--- config.mk ---
export PLATFORM = sky130hd
export DESIGN_NAME = boundary_scan_ctrl
export DESIGN_NICKNAME = d
export VERILOG_FILES = /design/src/rtl/boundary_scan_ctrl.sv
export SDC_FILE = /design/constraint.sdc
export NUM_CORES = 1
export LEC_CHECK = 0
export CORE_MARGIN = 1
export CORE_UTILIZATION = 35
export CTS_BUF_LIST = sky130_fd_sc_hd__clkbuf_8
export CTS_CLUSTER_SIZE = 14
export DETAILED_ROUTE_END_ITERATION = 8
export HOLD_SLACK_MARGIN = 0.1
export SLEW_MARGIN = 20
export SYNTH_ARGS = -nofsm -noshare
export SYNTH_HDL_FRONTEND = slang
export SYNTH_SLANG_ARGS = --single-unit
--- constraint.sdc ---
create_clock -name clock -period 5.8 [get_ports clock]
set_clock_uncertainty 0.2 [all_clocks]
set_input_delay 1.16 -clock clock [delete_from_list [all_inputs] [get_ports clock]]
set_output_delay 1.16 -clock clock [all_outputs]
set_load 0.1 [all_outputs]
--- src/rtl/boundary_scan_ctrl.sv ---
// boundary_scan_ctrl: frame-scan sequencer producing pixel coordinates, run lengths,
// ROI write enable and settled left/right boundary capture.
module boundary_scan_ctrl #(
  parameter int H_ACT  = 320,
  parameter int V_ACT  = 240,
  parameter int ROI_X0 = 0,
  parameter int ROI_X1 = 319,
  parameter int ROI_Y0 = 0,
  parameter int ROI_Y1 = 239,
  parameter int SETTLE = 2
) (
  input  logic       clock,
  input  logic       rst,
  input  logic       start,
  input  logic       pix_valid,
  input  logic       pix_black,
  input  logic       sof,
  output logic [8:0] hcount,
  output logic [8:0] vcount,
  output logic [8:0] sum_black,
  output logic [8:0] sum_white,
  output logic       wren,
  output logic       clr_dp,
  input  logic [8:0] left_in,
  input  logic [8:0] right_in,
  output logic [8:0] left_edge,
  output logic [8:0] right_edge,
  output logic       found,
  output logic       result_valid,
  output logic       busy,
  output logic       frame_err
);
  typedef enum logic [1:0] {S_IDLE, S_WAIT, S_SCAN, S_SETTLE} state_t;
  localparam logic [8:0] XL = 9'(H_ACT - 1);
  localparam logic [8:0] YL = 9'(V_ACT - 1);
  localparam logic [3:0] SL = 4'(SETTLE - 1);
  state_t state_q, state_d;
  logic [8:0] hcount_q, hcount_d, vcount_q, vcount_d;
  logic [8:0] sum_black_q, sum_black_d, sum_white_q, sum_white_d;
  logic [8:0] left_edge_q, left_edge_d, right_edge_q, right_edge_d;
  logic [3:0] cnt_q, cnt_d;
  logic wren_q, wren_d, clr_dp_q, clr_dp_d, found_q, found_d;
  logic result_valid_q, result_valid_d, busy_q, busy_d, frame_err_q, frame_err_d;
  logic accept, restart, last, done;
  logic [8:0] nx, ny;
  assign accept  = pix_valid && ((state_q == S_WAIT && sof) || state_q == S_SCAN);
  assign restart = accept && sof;
  assign nx      = (restart || hcount_q == XL) ? '0 : hcount_q + 9'd1;
  assign ny      = restart ? '0 : hcount_q == XL ? vcount_q + 9'd1 : vcount_q;
  assign last    = accept && !sof && nx == XL && ny == YL;
  assign done    = state_q == S_SETTLE && cnt_q == SL;
  always_ff @(posedge clock or posedge rst) begin
    if (rst) state_q <= S_IDLE;
    else state_q <= state_d;
  end
  always_comb begin
    state_d = state_q;
    case (state_q)
      S_IDLE:  if (start) state_d = S_WAIT;
      S_WAIT:  if (restart) state_d = S_SCAN;
      S_SCAN:  if (last) state_d = S_SETTLE;
      default: if (done) state_d = S_IDLE;
    endcase
  end
  // Run counters restart on every x = 0 so each row is measured independently.
  always_comb begin
    hcount_d       = accept ? nx : hcount_q;
    vcount_d       = accept ? ny : vcount_q;
    sum_black_d    = !accept ? sum_black_q : !pix_black ? '0 : nx == '0 ? 9'd1 :
                     sum_black_q == 9'd511 ? sum_black_q : sum_black_q + 9'd1;
    sum_white_d    = !accept ? sum_white_q : pix_black ? '0 : nx == '0 ? 9'd1 :
                     sum_white_q == 9'd511 ? sum_white_q : sum_white_q + 9'd1;
    wren_d         = accept && int'(nx) >= ROI_X0 && int'(nx) <= ROI_X1 &&
                     int'(ny) >= ROI_Y0 && int'(ny) <= ROI_Y1;
    clr_dp_d       = restart;
    cnt_d          = (last || done) ? '0 : state_q == S_SETTLE ? cnt_q + 4'd1 : cnt_q;
    left_edge_d    = done ? left_in : left_edge_q;
    right_edge_d   = done ? right_in : right_edge_q;
    found_d        = done ? left_in <= right_in : found_q;
    result_valid_d = done;
    busy_d         = state_d != S_IDLE;
    frame_err_d    = (restart && state_q == S_SCAN) || (frame_err_q && !(state_q == S_IDLE && start));
  end
  always_ff @(posedge clock or posedge rst) begin
    if (rst) begin
      hcount_q       <= '0;
      vcount_q       <= '0;
      sum_black_q    <= '0;
      sum_white_q    <= '0;
      wren_q         <= 1'b0;
      clr_dp_q       <= 1'b0;
      cnt_q          <= '0;
      left_edge_q    <= '0;
      right_edge_q   <= '0;
      found_q        <= 1'b0;
      result_valid_q <= 1'b0;
      busy_q         <= 1'b0;
      frame_err_q    <= 1'b0;
    end else begin
      hcount_q       <= hcount_d;
      vcount_q       <= vcount_d;
      sum_black_q    <= sum_black_d;
      sum_white_q    <= sum_white_d;
      wren_q         <= wren_d;
      clr_dp_q       <= clr_dp_d;
      cnt_q          <= cnt_d;
      left_edge_q    <= left_edge_d;
      right_edge_q   <= right_edge_d;
      found_q        <= found_d;
      result_valid_q <= result_valid_d;
      busy_q         <= busy_d;
      frame_err_q    <= frame_err_d;
    end
  end
  assign hcount       = hcount_q;
  assign vcount       = vcount_q;
  assign sum_black    = sum_black_q;
  assign sum_white    = sum_white_q;
  assign wren         = wren_q;
  assign clr_dp       = clr_dp_q;
  assign left_edge    = left_edge_q;
  assign right_edge   = right_edge_q;
  assign found        = found_q;
  assign result_valid = result_valid_q;
  assign busy         = busy_q;
  assign frame_err    = frame_err_q;
endmodule

======== After elaboration in Yosys (flattened, before gate mapping) ========
Cells that the tools add are included.
cells by class
  add/subtract/negate cells ............... 5
  magnitude comparators ................... 3
  equal/unequal tests ..................... 11
  multiplexer cells ....................... 16
  reductions and logical operators ........ 24
operators with widths
  cell                 number
  $mux 9               9
  $add 9x1->9 const B  4
  $eq 9x9->1 const B   4
  $logic_and 1x1->1    12
  $eq 9x8->1 const B   1
  $le 9x8->1 const B   1
  $le 9x9->1           1
  $le 9x9->1 const B   1
  $logic_not 9->1      1
  $mux 2               4
  $mux 4               2
  $ne 3x3->1 const B   2
  $pmux 2 s3           1
  $add 4x1->4 const B  1
  $eq 2x2->1 const B   2
  $eq 4x1->1 const B   1
  $logic_or 1x1->1     4
  $reduce_and 2->1     2
  $reduce_bool 2->1    2
  $eq 2x1->1 const B   1
  $logic_not 1->1      2
  $logic_not 2->1      1
storage, ports and cells
  flip-flop bits (word level) ............. 66
  output and inout bits ................... 60
  logic and storage cells ................. 73

======== Logic depth before layout (Yosys ltp) ========
Gate-level depths: netlist of the first run.
  depth after elaboration ................. 13
  mapped depth ............................ 10
  gate-level depth less buffers ........... 10

======== Worst setup path after synthesis of the first run ========
Ideal clock, no wire load.
  path kind ............................... reg2reg
  start ................................... register hcount_q[0], in the netlist hcount[0]
  end ..................................... register cnt_q[1]
  arrival time ............................ 3.094 ns
  setup slack ............................. 2.370 ns
  stages on the path, launching flop included .. 9
  buffers on the path ..................... 1
  period minus slack after synthesis ...... 3.430 ns
  cell sequence ........................... dfrtp_1 > ha_1 > buf_2 > nand4_2 > nor4_2 > xor2_1 > or4b_1 > nor4_2 > nor3_1
on the way
  cells in the longest elaborated chain, start to end .. 8
ends and longest elaborated chain
  element                                              line  text
  start: declaration                                   38    logic [8:0] hcount_q, hcount_d, vcount_q, vcount_d;
  start signal: assignment                             100   hcount_q <= hcount_d;
  branches (longest 5 deep; another with $add 9x1->9)  n/a
  $logic_and 1x1->1 *                                  50    assign last = accept && !sof && nx == XL && ny == YL;
  $logic_or 1x1->1 *                                   76    cnt_d = (last || done) ? '0 : state_q == S_SETTLE ? cnt_q + 4'd1 : cnt_q;
  $mux 4 / $reduce_bool 2->1 (equally long branches)   n/a
  end signal: assignment                               106   cnt_q <= cnt_d;
  end: declaration                                     41    logic [3:0] cnt_q, cnt_d;
Mark *: on every way between the ends.
A chain may end at the register's enable or synchronous reset.

======== Worst setup path in the final report of the first run ========
  start ................................... input pix_valid
  end ..................................... register sum_black_q[3], in the netlist sum_black[3]
on the way
  cells in the longest elaborated chain, start to end .. 7
ends and longest elaborated chain
  element                                                      line  text
  start: declaration                                           15    input logic pix_valid,
  $logic_and 1x1->1 *                                          46    assign accept = pix_valid && ((state_q == S_WAIT && sof) || state_q == S_SCAN);
  $logic_and 1x1->1 *                                          47    assign restart = accept && sof;
  via clr_dp_d                                                 42    logic wren_q, wren_d, clr_dp_q, clr_dp_d, found_q, found_d;
  $logic_or 1x1->1 *                                           48    assign nx = (restart || hcount_q == XL) ? '0 : hcount_q + 9'd1;
  $mux 9 *                                                     48
  $logic_not 9->1 *                                            69    sum_black_d = !accept ? sum_black_q : !pix_black ? '0 : nx == '0 ? 9'd1 :
  $ne 3x3->1 (no line) / $mux 9 (equally long branches)        n/a
  $reduce_and 2->1 (no line) / $mux 9 (equally long branches)  n/a
  end signal: assignment                                       102   sum_black_q <= sum_black_d;
  end: declaration                                             39    logic [8:0] sum_black_q, sum_black_d, sum_white_q, sum_white_d;
Mark *: on every way through the listed nets, which the timed path passes. The rest lies on a longest branch.

==> results of run 1 <==
==> area by class of cell <==
cell class / count / share of cell area, %
Tap cell: 140 / 3.503
Clock inverter: 6 / 1.151
Inverter: 20 / 1.501
Timing Repair Buffer: 85 / 16.91
Clock buffer: 10 / 2.752
Multi-Input combinational cell: 325 / 41.16
Sequential cell: 66 / 33.02
==> cells in the final DEF, fill, tap and decap left out, types with 3 or more instances in the layout <==
master | Yosys | final
o21a_1 | 7 | 7
nand4_1 | 5 | 5
nor3_1 | 20 | 20
o31ai_1 | 5 | 5
nor4_2 | 3 | 3
inv_1 | 19 | 19
nand2_1 | 69 | 69
nor4_1 | 3 | 3
a22o_1 | 7 | 7
and3_1 | 4 | 4
a31oi_1 | 4 | 4
o21ai_0 | 41 | 41
o2bb2ai_1 | 3 | 3
clkbuf_8 | 0 | 10
ha_1 | 17 | 17
nand3_1 | 20 | 20
o21ai_2 | 2 | 3
xor2_1 | 4 | 4
xnor2_1 | 7 | 7
dfrtp_1 | 66 | 66
clkdlybuf4s50_1 | 0 | 83
a21oi_1 | 15 | 15
nor2_1 | 26 | 26
nand2b_1 | 4 | 4
clkinv_2 | 0 | 3
nor2b_1 | 8 | 8
==> synth_stat cells, types with 2 or more instances <==
cell,instances
nand2_1,69
a22o_1,7
o21ai_0,41
a31oi_1,4
a21o_1,2
nand2b_1,4
o311a_1,2
nand4bb_1,2
nor4b_1,2
a21oi_1,15
clkbuf_1,10
buf_6,3
ha_1,17
o31ai_1,5
a31o_1,2
xnor2_1,7
o21ai_2,2
nand3_1,20
nor2_1,26
nor2b_1,8
o22ai_1,2
and4_1,2
and3_1,4
nand4_1,5
nand4b_1,2
xor2_1,4
nor4_1,3
o2bb2ai_1,3
nor4bb_1,2
dfrtp_1,66
a31o_2,2
buf_4,2
a311oi_1,2
nor4_2,3
o21a_1,7
buf_2,7
o22a_1,2
inv_1,19
and3b_1,2
nor3_1,20
==> per-layer routing <==
layer / share of wire, % / vias up
met1: 49 / 1623
li1: - / 1713
met5: 0 / -
met2: 45 / 115
met3: 5.4 / 7
met4: 0.49 / 0
==> worst max-delay path by stage <==
stage,startpoint,endpoint,slack (ns),depth (start not counted)
after global placement,pix_valid,sum_black[3],1.86,8
final,pix_valid,sum_black[3],2.05,8
after CTS,pix_valid,sum_black[3],2.10,8
after detailed placement,pix_valid,sum_black[3],1.75,8
after global routing,pix_valid,sum_black[3],1.92,8
after floorplan,hcount[0],cnt_q[1],2.37,8
==> registers in the layout, indices dropped and copies added (netlist names) <==
name and cells:
busy 1, clr_dp 1, cnt_q 4, found 1, frame_err 1, hcount 9, left_edge 9, result_valid 1
right_edge 9, state_q 2, sum_black 9, sum_white 9, vcount 9, wren 1
==> metrics by stage <==
stage	util, %	total power [W]	setup WS, ns
5_1_grt	46.13	0.002659	1.915
3_5_place_dp	44.33	0.002149	1.750
4_1_cts	46.13	0.002542	2.098
6_report	46.13	0.002519	2.053
3_3_place_gp	44.33	0.002129	1.857
2_1_floorplan	-	0.001824	2.370
==> report_power, final <==
group | internal (W) | switching, W
Combinational | 0.000350 | 0.00107
Sequential | 0.000586 | 0.000123
Clock | 0.000207 | 0.000179
==> critical path, cell delays in order <==
cell and delay [ns]:
clkdlybuf4s50_1 0.49, nand2_1 0.15, or2_1 0.43, clkinv_1 0.35
o32a_2 0.50, nand4_4 0.20, nor2_1 0.13, a2111oi_2 0.35
==> logic make-up after synthesis <==
logic type,Yosys count
DFF,66
and+or+nand+nor,187
AOI/OAI and AO/OA,109
xor gates and xnor gates,12
adders and majority gates,17
buffers and inverters,43
==> impl_metrics.prom, run 1 <==
# TYPE chip_impl_metric gauge
chip_impl_info{name="run_status",value="finished clean"} 1
chip_impl_metric{name="antenna_diode_count",unit=""} 0
chip_impl_metric{name="cp.required",unit="ns"} 5.82
chip_impl_metric{name="synth-simple-area-share",unit="%"} 25.59
chip_impl_metric{name="number_of_buffers_created_by_cts",unit=""} 9
chip_impl_metric{name="tns",unit="ns"} 0
chip_impl_info{name="worstSetupEndpointType",value="register"} 1
chip_impl_metric{name="synth.distinct_cells",unit=""} 67
chip_impl_metric{name="first_iter_violations",unit=""} 138
chip_impl_metric{name="place.detailed.hpwl",unit="mm"} 7.089
chip_impl_metric{name="postSynthAreaPerCell",unit="um^2"} 9.001
chip_impl_metric{name="core-area",unit="um^2"} 10840
chip_impl_metric{name="number_of_antenna_violations_at_the_first_check_in_global_routing",unit=""} 0
chip_impl_info{name="setup.worst_path.start_class",value="input pin"} 1
chip_impl_metric{name="synth_fa_ha_area_share",unit="%"} 5.445
chip_impl_info{name="grt_busiest_layer",value="met2"} 1
chip_impl_metric{name="ctsHtreeMaxLevel",unit=""} 3
chip_impl_info{name="holdCritPathClass",value="reg2reg"} 1
chip_impl_metric{name="io_pins",unit=""} 84
chip_impl_metric{name="post_route_antenna_net_violation_count",unit=""} 0
chip_impl_info{name="min_delay_src",value="left_edge[6]"} 1
chip_impl_metric{name="worst_r2r_path_depth",unit=""} 7
chip_impl_metric{name="postCtsSetupBuffers",unit=""} 0
chip_impl_metric{name="first_pass_grt_wire_length",unit="mm"} 16.37
chip_impl_metric{name="critical_path_fanouts_max",unit=""} 14
chip_impl_metric{name="drv_slew",unit=""} 0
chip_impl_metric{name="worstPathArrival",unit="ns"} 3.77
chip_impl_metric{name="final_design_area_no_fill",unit="um^2"} 5001
chip_impl_metric{name="synth_top_area_share",unit="%"} 42.28
chip_impl_metric{name="number_of_enable_flip_flop_cells_after_synthesis",unit=""} 0
chip_impl_info{name="rsz0062_at_grt",value="no"} 1
chip_impl_metric{name="clock-sinks",unit=""} 66
chip_impl_info{name="largest_family_of_logic_cells_by_synthesized_area",value="simple AND/OR/NAND/NOR gates"} 1
chip_impl_metric{name="fillCellCount",unit=""} 1047
chip_impl_metric{name="gp_congestion",unit=""} 0.8404
chip_impl_metric{name="chipHeight",unit="um"} 107.6
chip_impl_metric{name="finalSetupViolCount",unit=""} 0
chip_impl_metric{name="synth_xor_xnor_area_share",unit="%"} 2.883
chip_impl_metric{name="finalNetCount",unit=""} 548
chip_impl_metric{name="timing_hold_violations_final",unit=""} 0
chip_impl_metric{name="final_cells",unit=""} 652
chip_impl_metric{name="worst_setup_hold_path_clk_slew",unit="ns"} 0.07
chip_impl_metric{name="floorplan.initialDensity",unit="%"} 36.03
chip_impl_metric{name="synthesized_net_count",unit=""} 475
chip_impl_metric{name="power.density",unit="nW/um^2"} 503.6
chip_impl_metric{name="multi_input_area",unit="um^2"} 2058
chip_impl_metric{name="synthesis.area",unit="um^2"} 3906
chip_impl_metric{name="synth_compound_gate_area_share",unit="%"} 18.67
chip_impl_info{name="ys_dominant_reg_cell",value="dfrtp_1"} 1
chip_impl_metric{name="tcrit_tclk_final",unit="%"} 64.60
chip_impl_metric{name="gr-usage-met2",unit="%"} 26.92
chip_impl_info{name="cts_root_buf",value="clkbuf_8"} 1
chip_impl_metric{name="holdPathStages",unit=""} 2
chip_impl_metric{name="fp-row-count",unit=""} 38
chip_impl_metric{name="async_set_or_reset_register_ratio_after_synthesis",unit="%"} 100.0
chip_impl_metric{name="gr-total-overflow",unit=""} 0
chip_impl_metric{name="yosys_warnings",unit=""} 0
chip_impl_info{name="cts_tree",value="done"} 1
chip_impl_metric{name="average_wire_per_standard_cell",unit="um"} 15.18
chip_impl_info{name="min_to",value="left_edge[6]"} 1
chip_impl_metric{name="final-seq-area",unit="um^2"} 1652
chip_impl_metric{name="synthMuxAreaShare",unit="%"} 0
chip_impl_metric{name="worst_hold_margin",unit="ns"} 0.2735
chip_impl_metric{name="grt_usage",unit="%"} 17.87
chip_impl_info{name="synth_area_leaders",value="dfrtp_1 42%, nand2_1 6.6%, ha_1 5.4%"} 1
chip_impl_metric{name="wl",unit="mm"} 9.896
chip_impl_metric{name="maxCapViolations",unit=""} 0
chip_impl_metric{name="finalCriticalPeriod",unit="ns"} 3.747
chip_impl_metric{name="layout-drive-gt1-share",unit="%"} 7.031
chip_impl_metric{name="peakVddDrop",unit="mV"} 0.4572
chip_impl_metric{name="relSlewSlack",unit="%"} 33.19
chip_impl_metric{name="syn2layout_area_growth",unit="%"} 28.03
chip_impl_metric{name="worst_skew_pair.late_latency",unit="ns"} 0.33
chip_impl_metric{name="fp.dieArea",unit="um^2"} 11590
chip_impl_metric{name="reg2reg_slack",unit="ns"} 2.57
chip_impl_metric{name="ys_seq_area_share",unit="%"} 42.28
chip_impl_info{name="path_class",value="in2reg"} 1
chip_impl_metric{name="clock.fmax",unit="GHz"} 0.2669
chip_impl_metric{name="cell_leakage_power",unit="nW"} 2.063
chip_impl_metric{name="place.port_buffers",unit=""} 83
chip_impl_metric{name="routed_via_density",unit=""} 5.304
chip_impl_metric{name="drt_pre_antenna_iters",unit=""} 4
chip_impl_metric{name="synth_cells",unit=""} 434
chip_impl_info{name="cell_type_with_the_largest_total_area_after_synthesis",value="dfrtp_1"} 1
chip_impl_metric{name="detailed_place.area",unit="um^2"} 4806
chip_impl_metric{name="grt_start_max_net_pins",unit=""} 44
chip_impl_info{name="worst_r2r_startpoint",value="hcount[0]"} 1
chip_impl_metric{name="clk_path_buf_depth",unit=""} 2
chip_impl_metric{name="post_cts_hold_buffer_count",unit=""} 0
chip_impl_metric{name="ys_seq_elements",unit=""} 66
chip_impl_metric{name="drcViolationCount",unit=""} 0
chip_impl_info{name="crit-reg2reg-capture",value="cnt_q[2]"} 1
chip_impl_metric{name="use_met1",unit="%"} 26.32
chip_impl_metric{name="cts_repair_resize_count",unit=""} 0
chip_impl_metric{name="tightestPinTransition",unit="ns"} 0.9991
chip_impl_metric{name="place.detailed.instances",unit=""} 636
chip_impl_metric{name="detailroute.via_count",unit=""} 3458
chip_impl_metric{name="via_count_of_the_first_global_routing_pass",unit=""} 3215
chip_impl_metric{name="dieWidth",unit="um"} 107.6
chip_impl_metric{name="grt_util_met3",unit="%"} 3.329
No activity file was read; power rests on OpenSTA's default activity.
==> inputs of run 2 (changes only) <==
- clock period: 5.8 -> 3.13 ns (I/O delays scaled with it)
==> run 2 against run 1 <==
Compared with the run above: cell area up 0.45%; highest routed layer unchanged; sequential share of layout area about the same; combinational power up 85%; via count up 2.8%; first-iteration DRC count up 30%; count of clock-buffer cells in the layout up 1; total power up 85%; non-clock buffer count up 19; register-to-register slack worse by 2.4 ns; sequential power up 86%; global-route usage up 0.92 points.
==> impl_metrics.prom, run 2 (synthesized netlist as in run 1, its figures left out) <==
# TYPE chip_impl_metric gauge
chip_impl_metric{name="tightestPinTransition",unit="ns"} 0.7069
chip_impl_info{name="path_class",value="reg2reg"} 1
chip_impl_metric{name="place.detailed.hpwl",unit="mm"} 7.567
chip_impl_metric{name="finalSetupViolCount",unit=""} 0
chip_impl_metric{name="ctsHtreeMaxLevel",unit=""} 3
chip_impl_metric{name="layout-drive-gt1-share",unit="%"} 22.22
chip_impl_metric{name="drv_slew",unit=""} 0
chip_impl_info{name="run_status",value="finished clean"} 1
chip_impl_metric{name="fp.dieArea",unit="um^2"} 11590
chip_impl_info{name="final_cell_mix",value="80 x buf_4, 69 x nand2_1, 61 x dfrtp_1, 41 x o21ai_0, 26 x nor2_1"} 1
chip_impl_metric{name="maxCapViolations",unit=""} 0
chip_impl_info{name="cts_tree",value="done"} 1
chip_impl_metric{name="grt_start_max_net_pins",unit=""} 31
chip_impl_metric{name="relSlewSlack",unit="%"} 52.87
chip_impl_metric{name="grt_usage",unit="%"} 18.79
chip_impl_metric{name="tns",unit="ns"} 0
chip_impl_metric{name="routed_via_density",unit=""} 5.300
chip_impl_metric{name="detailroute.via_count",unit=""} 3556
chip_impl_info{name="holdCritPathClass",value="reg2reg"} 1
chip_impl_metric{name="reg2reg_slack",unit="ns"} 0.22
chip_impl_metric{name="fp-row-count",unit=""} 38
chip_impl_metric{name="place.port_buffers",unit=""} 83
chip_impl_metric{name="post_route_antenna_net_violation_count",unit=""} 0
chip_impl_metric{name="dieWidth",unit="um"} 107.6
chip_impl_info{name="rsz0062_at_grt",value="no"} 1
chip_impl_info{name="most_common_cell_after_layout_fill_and_taps_aside",value="buf_4"} 1
chip_impl_info{name="worstSetupEndpointType",value="register"} 1
chip_impl_metric{name="timing_hold_violations_final",unit=""} 0
chip_impl_metric{name="postCtsSetupBuffers",unit=""} 0
chip_impl_info{name="setup.worst_path.start_class",value="register"} 1
chip_impl_metric{name="chipHeight",unit="um"} 107.6
chip_impl_metric{name="drcViolationCount",unit=""} 0
chip_impl_metric{name="first_iter_violations",unit=""} 179
chip_impl_metric{name="worst_r2r_path_depth",unit=""} 8
chip_impl_metric{name="syn2layout_area_growth",unit="%"} 28.60
chip_impl_metric{name="critical_path_fanouts_max",unit=""} 14
chip_impl_metric{name="first_pass_grt_wire_length",unit="mm"} 16.93
chip_impl_metric{name="fin_util",unit="%"} 46.34
chip_impl_metric{name="cell_leakage_power",unit="nW"} 2.266
chip_impl_metric{name="number_of_buffers_created_by_cts",unit=""} 9
chip_impl_metric{name="worst_setup_hold_path_clk_slew",unit="ns"} 0.07
chip_impl_metric{name="cp.required",unit="ns"} 3.16
chip_impl_metric{name="worst_skew_pair.late_latency",unit="ns"} 0.35
chip_impl_metric{name="number_of_antenna_violations_at_the_first_check_in_global_routing",unit=""} 0
chip_impl_metric{name="finalCriticalPeriod",unit="ns"} 2.910
chip_impl_metric{name="finalNetCount",unit=""} 567
chip_impl_metric{name="clock.fmax",unit="GHz"} 0.3436
chip_impl_metric{name="holdPathStages",unit=""} 2
chip_impl_metric{name="power.density",unit="nW/um^2"} 929.9
chip_impl_metric{name="core-area",unit="um^2"} 10840
chip_impl_metric{name="post_cts_hold_buffer_count",unit=""} 0
chip_impl_metric{name="wl",unit="mm"} 10.16
chip_impl_metric{name="via_count_of_the_first_global_routing_pass",unit=""} 3341
chip_impl_metric{name="gp_congestion",unit=""} 0.9041
chip_impl_metric{name="floorplan.initialDensity",unit="%"} 36.03
chip_impl_metric{name="worstPathArrival",unit="ns"} 2.94
chip_impl_metric{name="antenna_diode_count",unit=""} 0
chip_impl_metric{name="tcrit_tclk_final",unit="%"} 92.98
chip_impl_metric{name="peakVddDrop",unit="mV"} 0.6985
chip_impl_metric{name="clock-sinks",unit=""} 66
chip_impl_metric{name="average_wire_per_standard_cell",unit="um"} 15.14
chip_impl_metric{name="drt_pre_antenna_iters",unit=""} 4
chip_impl_info{name="cts_root_buf",value="clkbuf_8"} 1
chip_impl_metric{name="gr-total-overflow",unit=""} 0
chip_impl_metric{name="io_pins",unit=""} 84
chip_impl_metric{name="clk_path_buf_depth",unit=""} 2
[run 2: changes by cell type in the layout (fill, tap and decap cells not counted), sizes merged]
cell,previous run,this run
clkinv,5,2
clkdlybuf4s50,83,23
buf,2,81
inv,20,22
clkbuf,10,11
[run 2: worst max-delay path: stages (launching register included)]
cell and delay [ns]:
dfrtp_2 0.47, ha_1 0.31, buf_4 0.19, and4_1 0.18, o311a_1 0.37, o32a_2 0.36
nand4_4 0.19, nor2_1 0.15, a2111oi_2 0.37
[run 2: cell type report]
cell class,instances,area [um^2]
Timing Repair Buffer,104,850.8
Clock buffer,11,151.4
Clock inverter,5,46.29
Sequential cell,66,1658
Tap cell,140,175.2
Fill cell,1076,5817
Multi-Input combinational cell,325,2067
Inverter,20,75.07
[run 2: metrics by stage]
stage / power, W / cell area [um^2] / hold WS (ns) / instances / setup slack, ns
after floorplan: 0.003384 / 3913 / 0.3025 / 434 / 0.004749
after global placement: 0.003954 / 4817 / 0.2625 / 655 / 0.1507
after detailed placement: 0.003979 / 4817 / 0.2658 / 655 / 0.06111
after CTS: 0.004717 / 5015 / 0.2838 / 671 / 0.2001
after global routing: 0.004926 / 5024 / 0.3059 / 671 / 0.04238
final: 0.004672 / 5024 / 0.2815 / 671 / 0.2196
[run 2: routing by layer]
metal | part of all wire (%) | global-route usage, % | vias to the layer above | wire length, um
met3 | 4.2 | 2.966 | 12 | 423
met2 | 45 | 28.43 | 74 | 4522
met4 | 1.6 | 7.632 | 0 | 165
li1 | - | - | 1752 | -
met5 | 0 | 0 | - | 0
met1 | 50 | 26.60 | 1718 | 5048
[run 2: what timing repair did]
item	4_1_cts	5_1_grt
endpoints found under the hold margin	0	0
gates resized for setup	0	1
endpoints found under the setup margin	0	4
[run 2: power breakdown]
group          total, W  internal (W)  switching, W  leakage (nW)
Clock          0.000722      0.000402      0.000320         0.113
Sequential      0.00132       0.00109      0.000226         0.840
Combinational   0.00263      0.000625       0.00201          1.31
[run 2: worst paths after layout]
check,from,end
worst min register to register,left_edge[3],left_edge[3]
worst max register to register,hcount[0],sum_black[3]
worst max-delay path,hcount[0],sum_black[3]
worst min-delay path,left_edge[3],left_edge[3]
min in group asynchronous,rst,sum_white[0]
max in group asynchronous,rst,hcount[0]
